File: src/rtl/link_seq_pkg.sv
// -----------------------------------------------------------------------------
// link_seq_pkg
// Shared definitions for the loopback link sequencer:
//   - seqState_e : frame FSM encoding (also exported on outState)
//   - CRC8_POLY / CRC8_INIT : CRC-8 parameters (x^8+x^2+x+1, init 0)
//   - DEFAULT_FRAME_BITS / DEFAULT_RX_TIMEOUT : default sequencer sizing
//   - crc8Step() : one MSB-first serial CRC-8 update
// -----------------------------------------------------------------------------
package link_seq_pkg;

    typedef enum logic [2:0] {
        ST_IDLE = 3'd0,
        ST_TX   = 3'd1,
        ST_RX   = 3'd2,
        ST_DONE = 3'd3
    } seqState_e;

    localparam logic [7:0] CRC8_POLY = 8'h07;
    localparam logic [7:0] CRC8_INIT = 8'h00;

    localparam int DEFAULT_FRAME_BITS = 32;
    localparam int DEFAULT_RX_TIMEOUT = 1024;

    // Serial CRC step: the incoming bit is folded in at the MSB end, so the
    // register holds message * x^8 mod poly after each bit.
    function automatic logic [7:0] crc8Step(input logic [7:0] crc, input logic bitIn);
        logic feedback;
        feedback = crc[7] ^ bitIn;
        return {crc[6:0], 1'b0} ^ (feedback ? CRC8_POLY : 8'h00);
    endfunction

endpackage

File: src/rtl/link_seq_crc8.sv
// -----------------------------------------------------------------------------
// link_seq_crc8
// Serial CRC-8 (poly 0x07, init 0x00, MSB-first) over captured RX bits.
// Ports:
//   inClock  : system clock
//   inReset  : synchronous active-low reset
//   inClear  : reload the init value (frame start)
//   inEnable : fold inBit into the CRC this cycle
//   inBit    : serial data bit
//   outCrc   : current CRC register
// -----------------------------------------------------------------------------
module link_seq_crc8
    import link_seq_pkg::*;
(
    input  logic       inClock,
    input  logic       inReset,
    input  logic       inClear,
    input  logic       inEnable,
    input  logic       inBit,
    output logic [7:0] outCrc
);

    logic [7:0] crcReg;

    always_ff @(posedge inClock) begin
        if (!inReset) begin
            crcReg <= CRC8_INIT;
        end else if (inClear) begin
            crcReg <= CRC8_INIT;
        end else if (inEnable) begin
            crcReg <= crc8Step(crcReg, inBit);
        end
    end

    assign outCrc = crcReg;

endmodule

File: src/rtl/link_sequencer.sv
// -----------------------------------------------------------------------------
// link_sequencer
// Frame controller for the loopback chain
//   inFIFO -> msk_modulator -> decoder_top -> CORDIC -> cdr -> outFIFO.
// Paces inFIFO reads against the modulator ready edge, gates the modulator
// empty input, captures recovered CDR bits into outFIFO and reports per-frame
// done / timeout / overflow status.
//
// Optional build macro: LINK_SEQ_CRC_EN adds outCrc[7:0], a CRC-8 over every
// captured RX bit (including bits dropped for overflow).
//
// Ports:
//   inClock, inReset        : clock, synchronous active-low reset
//   inStart, inAbort        : frame start (IDLE only) / abort to IDLE
//   inTxEmpty, inCoderReady : inFIFO empty, modulator ready
//   outTxReadEnable         : inFIFO read strobe
//   outCoderEmpty           : modulator i_empty
//   inRxFlag, inRxData      : CDR bit strobe and data
//   inRxFull                : outFIFO full
//   outRxWriteEnable        : outFIFO write strobe
//   outRxData               : outFIFO data bit
//   outBusy, outState       : FSM status (outState is the debug encoding)
//   outTxCount, outRxCount  : per-frame bit counters (saturate at FRAME_BITS)
//   outFrameDone, outTimeout: frame-end pulse, timeout qualifier
//   outOverflow             : sticky RX overflow, cleared on start
//   outCrc                  : (LINK_SEQ_CRC_EN only) RX CRC-8
//
// Strobe semantics: inCoderReady is an edge-qualified request (one read per
// 0->1 transition); inRxFlag and both enable outputs are single-cycle strobes
// with no back-pressure -- a write offered while inRxFull=1 is dropped and
// recorded in outOverflow instead of being retried.
// -----------------------------------------------------------------------------
module link_sequencer
    import link_seq_pkg::*;
#(
    parameter int FRAME_BITS = DEFAULT_FRAME_BITS,
    parameter int RX_TIMEOUT = DEFAULT_RX_TIMEOUT,
    parameter int CNT_W      = 8
)(
    input  logic             inClock,
    input  logic             inReset,
    input  logic             inStart,
    input  logic             inAbort,
    input  logic             inTxEmpty,
    input  logic             inCoderReady,
    output logic             outTxReadEnable,
    output logic             outCoderEmpty,
    input  logic             inRxFlag,
    input  logic             inRxData,
    input  logic             inRxFull,
    output logic             outRxWriteEnable,
    output logic             outRxData,
    output logic             outBusy,
    output logic [2:0]       outState,
    output logic [CNT_W-1:0] outTxCount,
    output logic [CNT_W-1:0] outRxCount,
    output logic             outFrameDone,
    output logic             outTimeout,
    output logic             outOverflow
`ifdef LINK_SEQ_CRC_EN
    ,
    output logic [7:0]       outCrc
`endif
);

    localparam int TO_W = $clog2(RX_TIMEOUT) + 1;
    localparam logic [CNT_W-1:0] FRAME_LAST = CNT_W'(FRAME_BITS);
    localparam logic [CNT_W-1:0] CNT_ONE    = CNT_W'(1);
    localparam logic [TO_W-1:0]  TO_LAST    = TO_W'(RX_TIMEOUT - 1);
    localparam logic [TO_W-1:0]  TO_ONE     = TO_W'(1);

    seqState_e        state;
    seqState_e        nextState;
    logic             readyPrev;
    logic [CNT_W-1:0] txCount;
    logic [CNT_W-1:0] rxCount;
    logic [TO_W-1:0]  timeoutCount;
    logic             timeoutLatched;
    logic             readEnable;
    logic             writeEnable;
    logic             rxDataReg;
    logic             overflow;

    logic             startFire;
    logic             readFire;
    logic             captureFire;
    logic             timeoutHit;
    logic             rxComplete;

    // ---------------- next-state and event decode ----------------
    always_comb begin
        nextState   = state;
        startFire   = 1'b0;
        readFire    = 1'b0;
        captureFire = 1'b0;
        timeoutHit  = 1'b0;
        rxComplete  = (rxCount == FRAME_LAST);

        if (inAbort) begin
            // Abort outranks everything: no events fire, so pending strobes
            // are never registered and counters hold.
            nextState = ST_IDLE;
        end else begin
            // Capture runs during TX as well: loopback latency means the
            // first bits come back before the last ones are sent.
            captureFire = ((state == ST_TX) || (state == ST_RX)) && inRxFlag && !rxComplete;

            case (state)
                ST_IDLE: begin
                    if (inStart) begin
                        startFire = 1'b1;
                        nextState = ST_TX;
                    end
                end
                ST_TX: begin
                    readFire = inCoderReady && !readyPrev && !inTxEmpty
                               && (txCount != FRAME_LAST);
                    // Leave TX on the same edge that the last read is counted.
                    if (readFire && (txCount == FRAME_LAST - CNT_ONE)) begin
                        nextState = ST_RX;
                    end
                end
                ST_RX: begin
                    // A complete frame wins over a coincident timeout.
                    if (rxComplete) begin
                        nextState = ST_DONE;
                    end else if (timeoutCount == TO_LAST) begin
                        timeoutHit = 1'b1;
                        nextState  = ST_DONE;
                    end
                end
                ST_DONE: begin
                    nextState = ST_IDLE;
                end
                default: begin
                    nextState = ST_IDLE;
                end
            endcase
        end
    end

    // ---------------- state register ----------------
    always_ff @(posedge inClock) begin
        if (!inReset) begin
            state <= ST_IDLE;
        end else begin
            state <= nextState;
        end
    end

    // ---------------- datapath ----------------
    always_ff @(posedge inClock) begin
        if (!inReset) begin
            readyPrev      <= 1'b0;
            txCount        <= '0;
            rxCount        <= '0;
            timeoutCount   <= '0;
            timeoutLatched <= 1'b0;
            readEnable     <= 1'b0;
            writeEnable    <= 1'b0;
            rxDataReg      <= 1'b0;
            overflow       <= 1'b0;
        end else begin
            readyPrev   <= inCoderReady;
            readEnable  <= readFire;
            writeEnable <= captureFire && !inRxFull;

            if (startFire) begin
                txCount        <= '0;
                rxCount        <= '0;
                timeoutCount   <= '0;
                timeoutLatched <= 1'b0;
                overflow       <= 1'b0;
            end

            if (readFire) begin
                txCount <= txCount + CNT_ONE;
            end

            if (captureFire) begin
                rxDataReg <= inRxData;
                rxCount   <= rxCount + CNT_ONE;
                if (inRxFull) begin
                    overflow <= 1'b1;
                end
            end

            // Silence timer: only meaningful once all bits have been sent.
            if ((state == ST_RX) && !inAbort) begin
                timeoutCount <= inRxFlag ? '0 : (timeoutCount + TO_ONE);
            end

            if (timeoutHit) begin
                timeoutLatched <= 1'b1;
            end
        end
    end

    // ---------------- outputs ----------------
    assign outTxReadEnable  = readEnable;
    assign outRxWriteEnable = writeEnable;
    assign outRxData        = rxDataReg;
    assign outCoderEmpty    = (state == ST_TX) ? inTxEmpty : 1'b1;
    assign outBusy          = (state != ST_IDLE);
    assign outState         = state;
    assign outTxCount       = txCount;
    assign outRxCount       = rxCount;
    assign outFrameDone     = (state == ST_DONE) && !inAbort;
    assign outTimeout       = (state == ST_DONE) && !inAbort && timeoutLatched;
    assign outOverflow      = overflow;

`ifdef LINK_SEQ_CRC_EN
    link_seq_crc8 uCrc (
        .inClock  (inClock),
        .inReset  (inReset),
        .inClear  (startFire),
        .inEnable (captureFire),
        .inBit    (inRxData),
        .outCrc   (outCrc)
    );
`endif

endmodule

File: config.mk
export PLATFORM = sky130hd
export DESIGN_NAME = link_sequencer
export DESIGN_NICKNAME = d
export VERILOG_FILES = /design/src/rtl/link_seq_pkg.sv /design/src/rtl/link_seq_crc8.sv /design/src/rtl/link_sequencer.sv
export SDC_FILE = /design/constraint.sdc
export NUM_CORES = 1
export LEC_CHECK = 0
export BUFFER_PORTS_ARGS = -buffer_cell sky130_fd_sc_hd__buf_2
export CAP_MARGIN = 30
export CORE_UTILIZATION = 30
export CTS_BUF_LIST = sky130_fd_sc_hd__clkbuf_16
export DETAILED_ROUTE_END_ITERATION = 7
export SKIP_LAST_GASP = 1
export SLEW_MARGIN = 20
export SYNTH_ARGS = -nofsm -noshare
export SYNTH_HDL_FRONTEND = slang
export SYNTH_SLANG_ARGS = --single-unit
export TNS_END_PERCENT = 30
File: constraint.sdc
create_clock -name inClock -period 3.2 [get_ports inClock]
set_clock_uncertainty 0.15 [all_clocks]
set_input_delay 0.48 -clock inClock [delete_from_list [all_inputs] [get_ports inClock]]
set_output_delay 0.48 -clock inClock [all_outputs]
set_load 0.05 [all_outputs]
### Word-level counts from Yosys, hierarchy flattened

Index checks and enable logic that the tools add are counted.

* flip-flop bits (word level): 36
* bits in latches: 0
* memory bits (writable): 0
* memory bits (read-only): 0
* memories kept: 0

* add/subtract/negate cells: 3
* multipliers: 0
* divide/modulo/power cells: 0
* order comparisons: 0
* eq/ne operators: 10
* shifts and indexed selects: 0
* mux-type cells: 27
* bitwise operators: 1
* reductions and logical operators: 24

Operators by type and width (number)
* two-way mux 11 bit: 3
* two-way mux 8 bit: 3
* adder 8 x 1 -> 8 bit, second input constant: 2
* two-way mux 1 bit: 16
* two-way mux 3 bit: 4
* adder 11 x 1 -> 11 bit, second input constant: 1
* equality test 11 x 10 -> 1 bit, second input constant: 1
* logical AND 1 bit: 10
* case mux 3 bit (3 select lines): 1
* equality test 8 x 5 -> 1 bit, second input constant: 1
* equality test 8 x 6 -> 1 bit, second input constant: 1
* != test 8 x 6 -> 1 bit, second input constant: 1
* nonzero test 2 bit: 4
* equality test 3 x 2 -> 1 bit, second input constant: 2
* logical NOT 1 bit: 5
* equality test 3 x 1 -> 1 bit, second input constant: 1
* logical NOT 3 bit: 1
* != test 3 x 2 -> 1 bit, second input constant: 1
* AND reduction 3 bit: 1
* nonzero test 3 bit: 1
* != test 2 x 1 -> 1 bit, second input constant: 1
* != test 2 bit, second input constant: 1
* OR reduction 2 bit: 1
* logical OR 1 bit: 1
* NOT 1 bit: 1

### Depth between registers and ports, before layout

Gate-level depths: netlist of the first run.

* word-level depth: 7
* depth in mapped cells: 8
* gate-level depth less buffers: 7

### Worst setup path after synthesis of the first run

Ideal clock, no wire load.

* path kind: flip-flop to output port
* from: register state[0] (netlist: outState[0])
* to: output outTimeout
* arrival: 2.175 ns
* path slack: 0.395 ns
* stages on the path, launching flop included: 4
* cell sequence: dfxtp_1 > ha_1 > nor2b_1 > and2_1

* longest elaborated chain between the ends: 3

Ends and longest elaborated chain
* from (decl): RTL line link_sequencer.sv:72 `seqState_e state;`
* from (signal assigned): RTL line link_sequencer.sv:147 `state <= nextState;`
* equality test 3 x 2 -> 1 bit
* logical AND 1 bit
* via outFrameDone: RTL line link_sequencer.sv:57 `output logic outFrameDone,`
* logical AND 1 bit: RTL line link_sequencer.sv:209 `assign outTimeout = (state == ST_DONE) && !inAbort && timeoutLatched;`
* to (decl): RTL line link_sequencer.sv:58 `output logic outTimeout,`

The timed path passes the listed nets, and every way through them passes these cells.

### Worst setup path after layout of the first run

* from: register rxCount[0] (netlist: outRxCount[0])
* to: register rxCount[2] (netlist: outRxCount[2])

* longest elaborated chain between the ends: 5
* elaborated cells between the ends (all ways): 7
* classes of those cells: add/sub (1); eq/ne (1); mux (2); reduce/logical (3)

Ends and longest elaborated chain
* from (decl): RTL line link_sequencer.sv:76 `logic [CNT_W-1:0] rxCount;`
* from (signal assigned): RTL line link_sequencer.sv:182 `rxCount <= rxCount + CNT_ONE;`
* branches (longest 5 deep; another with adder 8 x 1 -> 8 bit)

Parallel ways; which one is timed is not known.
A chain may end at the register's enable or synchronous reset.

==> results of run 1 <==
-- per-stage QoR --
step                       power, W  cell area, um^2    util
after CTS                  0.001083             2255  0.3808
after floorplan           0.0005058             1849       -
after global routing       0.001106             2255  0.3808
after global placement    0.0005283             2091  0.3531
after detailed placement  0.0005285             2091  0.3531
final                      0.001065             2255  0.3808
-- worst reg2reg max path, delay by kind of cell, from the launching register on --
kind	cells	cell delay (ns)
flops	1	0.41
buf+inv	1	0.07
compound gates	3	0.67
simple gates	2	0.45
fa+ha+maj	1	0.20
-- layout make-up --
type / instances / area, um^2 / share of cell area
clock buffers: 5 / 125.1 / 0.05549
clock inverters: 3 / 38.79 / 0.01720
inverters: 11 / 41.29 / 0.01831
multi-input cells: 172 / 1077 / 0.4778
flip-flops and latches: 35 / 700.7 / 0.3108
well taps: 75 / 93.84 / 0.04162
repair buffers: 35 / 177.7 / 0.07880
-- path summary, 6_finish.rpt --
path                            slack (ns)           from               end
worst max-delay path                  1.12  outRxCount[0]     outRxCount[2]
worst min-delay path                  0.23       inRxFull  outRxWriteEnable
worst max register to register        1.12  outRxCount[0]     outRxCount[2]
worst min register to register        0.30      outRxData         outRxData
-- registers in the layout, indices dropped and copies added, names as in the netlist --
signal and cells:
outState 2, readyPrev 1, outRxCount 8, outTxCount 8, timeoutLatched 1, outRxData 1, timeoutCount 11, outRxWriteEnable 1
outTxReadEnable 1, outOverflow 1
-- layout by cell type (no fill, tap or decap), types with 2 or more instances in the layout --
cell	Yosys	routed
dfxtp_1	35	35
buf_2	0	34
nor2_1	30	30
a21oi_1	21	21
nand2_1	17	17
o21ai_0	14	14
inv_1	10	10
nand3_1	9	9
ha_1	9	9
nand3b_1	6	6
nor3_1	6	6
and3_1	5	5
clkbuf_16	0	5
nor2b_1	4	4
a31oi_1	4	4
and2_1	3	3
or3_1	3	3
a211oi_1	3	3
nand2b_1	2	2
clkinv_1	1	2
a311oi_1	2	2
nand4_1	2	2
xor2_1	2	2
xnor2_1	2	2
or3b_2	2	2
-- power by group --
group	switching [W]	total, W	internal (W)	leakage, nW
Combinational	0.0000562	0.0000771	0.0000209	0.536
Sequential	0.00000281	0.000442	0.000439	0.282
Clock	0.000183	0.000546	0.000363	0.0812
-- cell usage after synthesis (2+ instances only) --
master	n
a211oi_1	3
a21oi_1	21
a311oi_1	2
a31oi_1	4
and2_1	3
and3_1	5
clkbuf_1	3
dfxtp_1	35
ha_1	9
inv_1	10
nand2_1	17
nand2b_1	2
nand3_1	9
nand3b_1	6
nand4_1	2
nor2_1	30
nor2b_1	4
nor3_1	6
o21ai_0	14
or3_1	3
or3b_2	2
xnor2_1	2
xor2_1	2
-- per-layer routing --
| layer | global-route usage | up-vias | wire [um] |
|---|---|---|---|
| met1 | 0.1696 | 802 | 2142 |
| met2 | 0.2229 | 43 | 1864 |
| met4 | 0.04821 | 0 | 33 |
| met5 | 0 | - | 0 |
| met3 | 0.04659 | 4 | 227 |
| li1 | - | 867 | - |
-- cell families after synthesis --
group | synth area share
xor gates and xnor gates | 0.01895
and+or+nand+nor | 0.2936
other | 0.002028
AOI/OAI and AO/OA | 0.2070
adders and majority gates | 0.06089
DFF | 0.3789
buffers and inverters | 0.03857
==> flow_metrics.env, run 1 <==
export IMPL_ys_warn_count=0
export IMPL_setup_slack_ns=1.124
export IMPL_grt_pass1_vias=1567
export IMPL_drc=0
export IMPL_fin_crit_ns=2.076
export IMPL_finalSetupViolations=0
export IMPL_grt_first_pass_wirelength_um=6893
export IMPL_gp_congestion=0.7758
export IMPL_post_cts_resized=0
export IMPL_cap_violations=0
export IMPL_worstMarginPinSlew_ns=0.5734
export IMPL_end_kind="flop"
export IMPL_period_share=0.6487
export IMPL_fmax_ghz=0.4817
export IMPL_fp_dieH_um=80.51
export IMPL_crit_chain="inv_1 -> ha_1 -> and4bb_2 -> a21oi_2 -> nor2_1 -> o21ai_0 -> a21oi_1"
export IMPL_fin_tns_setup_ns=0
export IMPL_slowest_delay_ns=0.41
export IMPL_htreeDepth=2
export IMPL_slew_viol_final=0
export IMPL_cp_depth=7
export IMPL_slowest_stage="dfxtp_1"
export IMPL_rows=28
export IMPL_clockBufferDepth=2
export IMPL_crit_path_start_kind="flop"
export IMPL_synthFlopType="dfxtp_1"
export IMPL_drt_vias_per_instance=5.107
export IMPL_cts_setup_buffers=0
export IMPL_drtPass1Iterations=4
export IMPL_worstSkewPairLatency_ns=0.28
export IMPL_worst_path_buf_inv=1
export IMPL_dp_cells=328
export IMPL_ys_async_sr_fraction=0
export IMPL_design_die_area_um2=6482
export IMPL_routed_wl_um=4268
export IMPL_slew_headroom=0.6137
export IMPL_start_util=0.3123
export IMPL_grt_max_degree=27
export IMPL_dpl_worst_slack_ns=1.131
export IMPL_coreArea_um2=5921
export IMPL_worstSetupPathType="flop to flop"
export IMPL_synth_edf_count=0
export IMPL_areaGrowthSynthToFinish_pct=21.92
export IMPL_rsz0062_at_grt="no"
export IMPL_portBuffers=34
export IMPL_holdBufCountCts=0
export IMPL_syn_nets=241
export IMPL_die_width_um=80.51
export IMPL_cts_root_buf="clkbuf_16"
export IMPL_drt_initial_drc_count=64
export IMPL_grt_ovfl_total=0
export IMPL_synth_top_area_share=0.3789
export IMPL_avgSynthCellArea_um2=8.293
export IMPL_cts_sinks=35
export IMPL_synth_cell_types=52
export IMPL_synth_top_cell_by_area="dfxtp_1"
export IMPL_io_pins=36
export IMPL_antenna_left=0
export IMPL_powerDensity_nw_per_um2=472.4
export IMPL_cp_top_family="compound AO/OA/AOI/OAI gates"
export IMPL_diodes=0
export IMPL_hold_slack_ns=0.2278
export IMPL_nNetsFinal=278
export IMPL_crit_fanout=10
export IMPL_dpl_hpwl_um=2961
export IMPL_synth_area_top_cells="dfxtp_1 38%, ha_1 6.1%, nor2_1 6.1%"
export IMPL_hold_viol=0
export IMPL_cts_buffers_inserted=5
export IMPL_ff2ff_path_depth=7
export IMPL_cp_arrival_ns=2.08
export IMPL_hold_depth=2
export IMPL_cts_tree="yes"
export IMPL_clk_pin_slew_ns=0.06
export IMPL_fillers=608
export IMPL_stdcell_count=336
export IMPL_ys_seq_elements=35
export IMPL_wl_per_cell_um=12.70
export IMPL_vias=1716
export IMPL_outcome="finished clean"
export IMPL_synthCells=223
export IMPL_holdCritPathClass="input port to flop"
export IMPL_drive_gt1_frac=0.2107
export IMPL_gr_usage_all_layers=0.1382
export IMPL_antenna_found_initial=0
export IMPL_max_vdd_ir_drop_mv=0.2414
export IMPL_synth_seq_area_share=0.3789
export IMPL_netlist_area_um2=1849
export IMPL_required_ns=3.21
export IMPL_leakagePower_nw=0.8999
(Power assumes the default switching activity.)
==> run 2, diff against run 1 <==
- clock period: 3.2 -> 1.9 ns (I/O delays scaled with it)
==> run 2 against run 1 <==
Net effect:
- wire length is 11% higher
- critical path depth down 2
- worst hold slack worse by 0.19 ns
- sequential cell count did not move
- sequential power increased by 67%
- largest cell class unchanged
- critical path type is now flop to primary output
- setup slack lost 1.1 ns
- count of clock-buffer cells in the layout is the same
- highest routed layer unchanged
- combinational power increased by 110%
- core utilization is 5.1 points higher
- register-to-register slack worse by 1.1 ns
- total power is 58% higher
- global-route usage rose by 1.3 points
==> flow_metrics.env, run 2 (synthesis gave the netlist of run 1 again) <==
export IMPL_outcome="finished clean"
export IMPL_crit_fanout=3
export IMPL_holdCritPathClass="input port to flop"
export IMPL_grt_pass1_vias=1593
export IMPL_ff2ff_path_depth=6
export IMPL_drive_gt1_frac=0.3690
export IMPL_routed_wl_um=4757
export IMPL_finalSetupViolations=0
export IMPL_end_kind="primary output"
export IMPL_vias=1802
export IMPL_cap_violations=0
export IMPL_regToRegStartpoint="timeoutCount[0]"
export IMPL_portBuffers=34
export IMPL_period_share=0.9837
export IMPL_worstSetupPathType="flop to primary output"
export IMPL_worstSkewPairLatency_ns=0.28
export IMPL_grt_first_pass_wirelength_um=7548
export IMPL_powerDensity_nw_per_um2=657.9
export IMPL_nNetsFinal=307
export IMPL_rows=28
export IMPL_timing_rr_end="outState[0]"
export IMPL_clk_pin_slew_ns=0.06
export IMPL_layout_commonest_cell="buf_2"
export IMPL_slew_viol_final=0
export IMPL_hold_slack_ns=0.03347
export IMPL_cp_arrival_ns=1.43
export IMPL_multi_input_area_um2=1167
export IMPL_crit_path_start_kind="flop"
export IMPL_ff_latch_area_um2=725.7
export IMPL_fin_crit_ns=1.869
export IMPL_cp_endpoint="outTimeout"
export IMPL_die_width_um=80.51
export IMPL_drt_vias_per_instance=4.937
export IMPL_cts_tree="yes"
export IMPL_wl_per_cell_um=13.03
export IMPL_rsz0062_at_grt="yes"
export IMPL_fin_tns_setup_ns=0
export IMPL_startpoint="outState[0]"
export IMPL_drtPass1Iterations=4
export IMPL_areaGrowthSynthToFinish_pct=38.09
export IMPL_gr_usage_all_layers=0.1513
export IMPL_largest_reg_flops=11
export IMPL_coreArea_um2=5921
export IMPL_max_vdd_ir_drop_mv=0.3485
export IMPL_drc=0
export IMPL_cts_buffers_inserted=5
export IMPL_regMostFlops="timeoutCount"
export IMPL_fmax_ghz=0.5351
export IMPL_hold_viol=0
export IMPL_cts_sinks=35
export IMPL_antenna_left=0
export IMPL_diodes=0
export IMPL_htreeDepth=2
export IMPL_gp_congestion=0.7797
export IMPL_fp_dieH_um=80.51
export IMPL_grt_ovfl_total=0
export IMPL_dpl_hpwl_um=3310
export IMPL_io_pins=36
export IMPL_required_ns=1.46
export IMPL_drt_initial_drc_count=72
export IMPL_most_common_layout_cells="34 x buf_2, 29 x nor2_1, 29 x buf_4"
export IMPL_start_util=0.3123
export IMPL_fillers=602
export IMPL_leakagePower_nw=1.043
export IMPL_antenna_found_initial=0
export IMPL_reg2reg_slack_ns=0.05
export IMPL_clockBufferDepth=2
export IMPL_grt_max_degree=23
export IMPL_cts_root_buf="clkbuf_16"
export IMPL_design_die_area_um2=6482
export IMPL_totalPowerFinal_w=0.001680
## run 2: how the worst min path moves through the flow
stage                    from               end  slack [ns]  cells past startpoint
CTS                  inRxFull  outRxWriteEnable        0.03                      2
global route         inRxFull  outRxWriteEnable        0.04                      2
floorplan             inAbort       outState[1]        0.20                      1
finish               inRxFull  outRxWriteEnable        0.03                      2
detailed placement  outRxData         outRxData        0.30                      2
global placement    outRxData         outRxData        0.29                      2
## run 2: critical path: stages, from the launching register on
cell and delay, ns:
dfxtp_4 0.34, buf_4 0.13, ha_1 0.18, nor2b_4 0.12, and2_2 0.18, buf_2 0.20
## run 2: cell type report
type / instances / share of cell area
clock buffer: 5 / 0.04900
inverter: 11 / 0.01617
multi-input combinational: 173 / 0.4571
clock inverter: 3 / 0.004900
sequential: 35 / 0.2842
timing repair buffer: 63 / 0.1519
tap: 75 / 0.03675
## run 2: repair_timing
action,4_1_cts,5_1_grt
resized for setup,1,8
cloned,0,1
hold endpoints to repair,0,0
endpoints found under the setup margin,4,18
buffers inserted,0,3
hold buffers,0,0
pin swaps,0,4
## run 2: routing by layer
layer | vias to the layer above | global-route usage | wire [um]
met3 | 6 | 0.03409 | 170
met2 | 37 | 0.2364 | 2177
met4 | 0 | 0.05893 | 71
met5 | - | 0 | 0
met1 | 827 | 0.1997 | 2338
li1 | 932 | - | -
## run 2: power by group
part	switching, W	internal [W]
clock network	0.000302	0.000474
registers	0.00000341	0.000735
logic	0.000107	0.0000586
total	0.000412	0.00127
## run 2: through the flow
step / setup slack (ns) / cell area (um^2) / instances / utilization
detailed placement: -0.007071 / 2330 / 353 / 0.3935
floorplan: -0.008202 / 1901 / 223 / -
finish: 0.03102 / 2554 / 365 / 0.4313
CTS: 0.005519 / 2469 / 361 / 0.4169
global placement: 0.03118 / 2330 / 353 / 0.3935
global route: -0.04132 / 2554 / 365 / 0.4313
==> run 3, diff against run 2 <==
- ABC_AREA: default -> 1
==> run 3 against run 2 <==
Net effect:
- worst hold slack improved by 0.015 ns
- critical path depth did not move
- global-route usage fell by 0.59 points
- largest power group unchanged
- highest routed layer unchanged
==> flow_metrics.env, run 3 <==
export IMPL_outcome="finished clean"
export IMPL_crit_path_start_kind="flop"
export IMPL_worstMarginPinSlew_ns=0.5405
export IMPL_leakagePower_nw=0.9685
export IMPL_min_from="inCoderReady"
export IMPL_finalSetupViolations=0
export IMPL_grt_first_pass_wirelength_um=7383
export IMPL_drc=0
export IMPL_holdBufCountCts=0
export IMPL_rows=28
export IMPL_cap_violations=0
export IMPL_worstSkewPairLatency_ns=0.28
export IMPL_synth_cell_types=34
export IMPL_synth_area_top_cells="dfxtp_1 36%, nand2_1 8.7%, nor2_1 7.3%"
export IMPL_cp_endpoint="outCoderEmpty"
export IMPL_slew_headroom=0.6393
export IMPL_htreeDepth=2
export IMPL_powerDensity_nw_per_um2=791.5
export IMPL_hold_viol=0
export IMPL_synth_edf_count=0
export IMPL_period_share=0.9659
export IMPL_drt_vias_per_instance=4.803
export IMPL_portBuffers=34
export IMPL_regToRegStartpoint="outState[1]"
export IMPL_worstSetupPathType="flop to primary output"
export IMPL_nNetsFinal=332
export IMPL_areaGrowthSynthToFinish_pct=22.41
export IMPL_slowest_stage="dfxtp_2"
export IMPL_vias=1873
export IMPL_gp_congestion=0.8179
export IMPL_dpl_hpwl_um=3385
export IMPL_path_common_cell="inv_1"
export IMPL_yosysMostFrequentCell="nand2_1"
export IMPL_synth_top_cells_by_count="45 x nand2_1, 38 x nor2_1, 35 x dfxtp_1, 29 x inv_1, 28 x nand3_1"
export IMPL_ys_seq_elements=35
export IMPL_crit_chain="inv_1 -> ha_1 -> inv_1 -> or2_2 -> buf_2"
export IMPL_rsz0062_at_grt="yes"
export IMPL_diodes=0
export IMPL_reg2reg_slack_ns=0.13
export IMPL_ys_async_sr_fraction=0
export IMPL_io_pins=36
export IMPL_coreArea_um2=6096
export IMPL_drtPass1Iterations=4
export IMPL_clockBufferDepth=2
export IMPL_grt_pass1_vias=1587
export IMPL_design_die_area_um2=6803
export IMPL_syn_nets=293
export IMPL_avgSynthCellArea_um2=7.066
export IMPL_largest_reg_flops=11
export IMPL_totalPowerFinal_w=0.001883
export IMPL_synth_seq_area_share=0.3606
export IMPL_routed_wl_um=4553
export IMPL_fp_dieH_um=82.48
export IMPL_synthFlopType="dfxtp_1"
export IMPL_ys_warn_count=0
export IMPL_drive_gt1_frac=0.2222
export IMPL_grt_max_degree=17
export IMPL_antenna_left=0
export IMPL_fmax_ghz=0.5449
export IMPL_crit_fanout=4
export IMPL_startpoint="outState[1]"
export IMPL_cts_tree="yes"
export IMPL_gr_usage_all_layers=0.1454
export IMPL_die_width_um=82.48
export IMPL_slew_viol_final=0
export IMPL_max_vdd_ir_drop_mv=0.5370
export IMPL_drt_initial_drc_count=51
export IMPL_required_ns=1.46
export IMPL_synthCells=275
export IMPL_end_kind="primary output"
export IMPL_regMostFlops="timeoutCount"
export IMPL_synth_top_cell_by_area="dfxtp_1"
export IMPL_fin_tns_setup_ns=0
export IMPL_holdCritPathClass="input port to flop"
export IMPL_wl_per_cell_um=11.67
export IMPL_ff2ff_path_depth=8
export IMPL_slowest_delay_ns=0.33
export IMPL_cp_arrival_ns=1.40
export IMPL_cts_root_buf="clkbuf_16"
export IMPL_fin_crit_ns=1.835
export IMPL_clk_pin_slew_ns=0.06
export IMPL_layout_commonest_cell="nand2_1"
export IMPL_grt_ovfl_total=0
export IMPL_cts_sinks=35
export IMPL_cts_buffers_inserted=5
export IMPL_timing_rr_end="timeoutCount[10]"
export IMPL_start_util=0.3188
export IMPL_antenna_found_initial=0
export IMPL_most_common_layout_cells="45 x nand2_1, 38 x nor2_1, 34 x buf_2"
export IMPL_synth_top_area_share=0.3606
export IMPL_netlist_area_um2=1943
==> run 3: logic make-up after synthesis <==
| kind of cell | count (synthesis) | share of synthesized area |
|---|---|---|
| compound gates | 45 | 0.1307 |
| flops | 35 | 0.3606 |
| other cells | 1 | 0.001930 |
| fa+ha+maj | 9 | 0.05795 |
| xor+xnor | 4 | 0.01803 |
| buf+inv | 39 | 0.08628 |
| simple gates | 142 | 0.3445 |
==> run 3: what timing repair did <==
item	in CTS	in global routing
setup buffers	0	1
setup endpoints to repair	0	3
resized for setup	0	1
==> run 3: stage by stage <==
step                setup WS (ns)  area (um^2)  utilization  instances  hold slack [ns]
floorplan                 0.04261         1946            -        275           0.2143
global placement           0.1806         2191       0.3594        381           0.3097
detailed placement         0.1352         2191       0.3594        381           0.3145
CTS                       0.05253         2355       0.3863        389          0.04543
global route             -0.02668         2379       0.3902        390          0.06265
finish                    0.06483         2379       0.3902        390          0.04837
==> run 3: how the worst min path moves through the flow <==
stage                       endpoint  slack [ns]  cells past startpoint
finish                     readyPrev        0.05                      3
detailed placement    timeoutLatched        0.31                      2
global route        outRxWriteEnable        0.06                      2
CTS                        readyPrev        0.05                      3
floorplan           outRxWriteEnable        0.21                      1
global placement    timeoutCount[10]        0.31                      2
==> run 3: metal layers <==
| layer | GRT usage | part of all wire | up-vias |
|---|---|---|---|
| met4 | 0.06842 | 0.020 | 0 |
| met2 | 0.2364 | 0.45 | 46 |
| met1 | 0.1808 | 0.48 | 843 |
| met3 | 0.03297 | 0.049 | 10 |
| met5 | 0 | 0 | - |
| li1 | - | - | 974 |
==> run 3: where the power goes <==
part	switching, W	internal (W)	total (W)
Clock	0.000303	0.000611	0.000914
Combinational	0.000154	0.0000615	0.000215
Sequential	0.00000850	0.000744	0.000753
==> run 3: layout make-up <==
| type | instances | area [um^2] |
|---|---|---|
| clock inverters | 3 | 38.79 |
| clock buffers | 5 | 125.1 |
| repair buffers | 38 | 212.7 |
| flip-flops and latches | 35 | 703.2 |
| multi-input cells | 201 | 1075 |
| inverters | 33 | 130.1 |
| fillers | 659 | 3717 |
| well taps | 75 | 93.84 |
==> run 3: critical path: cells and delay by family, from the launching register on <==
kind	cells	cell delay, ns
fa+ha+maj	1	0.17
buf+inv	3	0.36
flops	1	0.33
simple gates	1	0.26
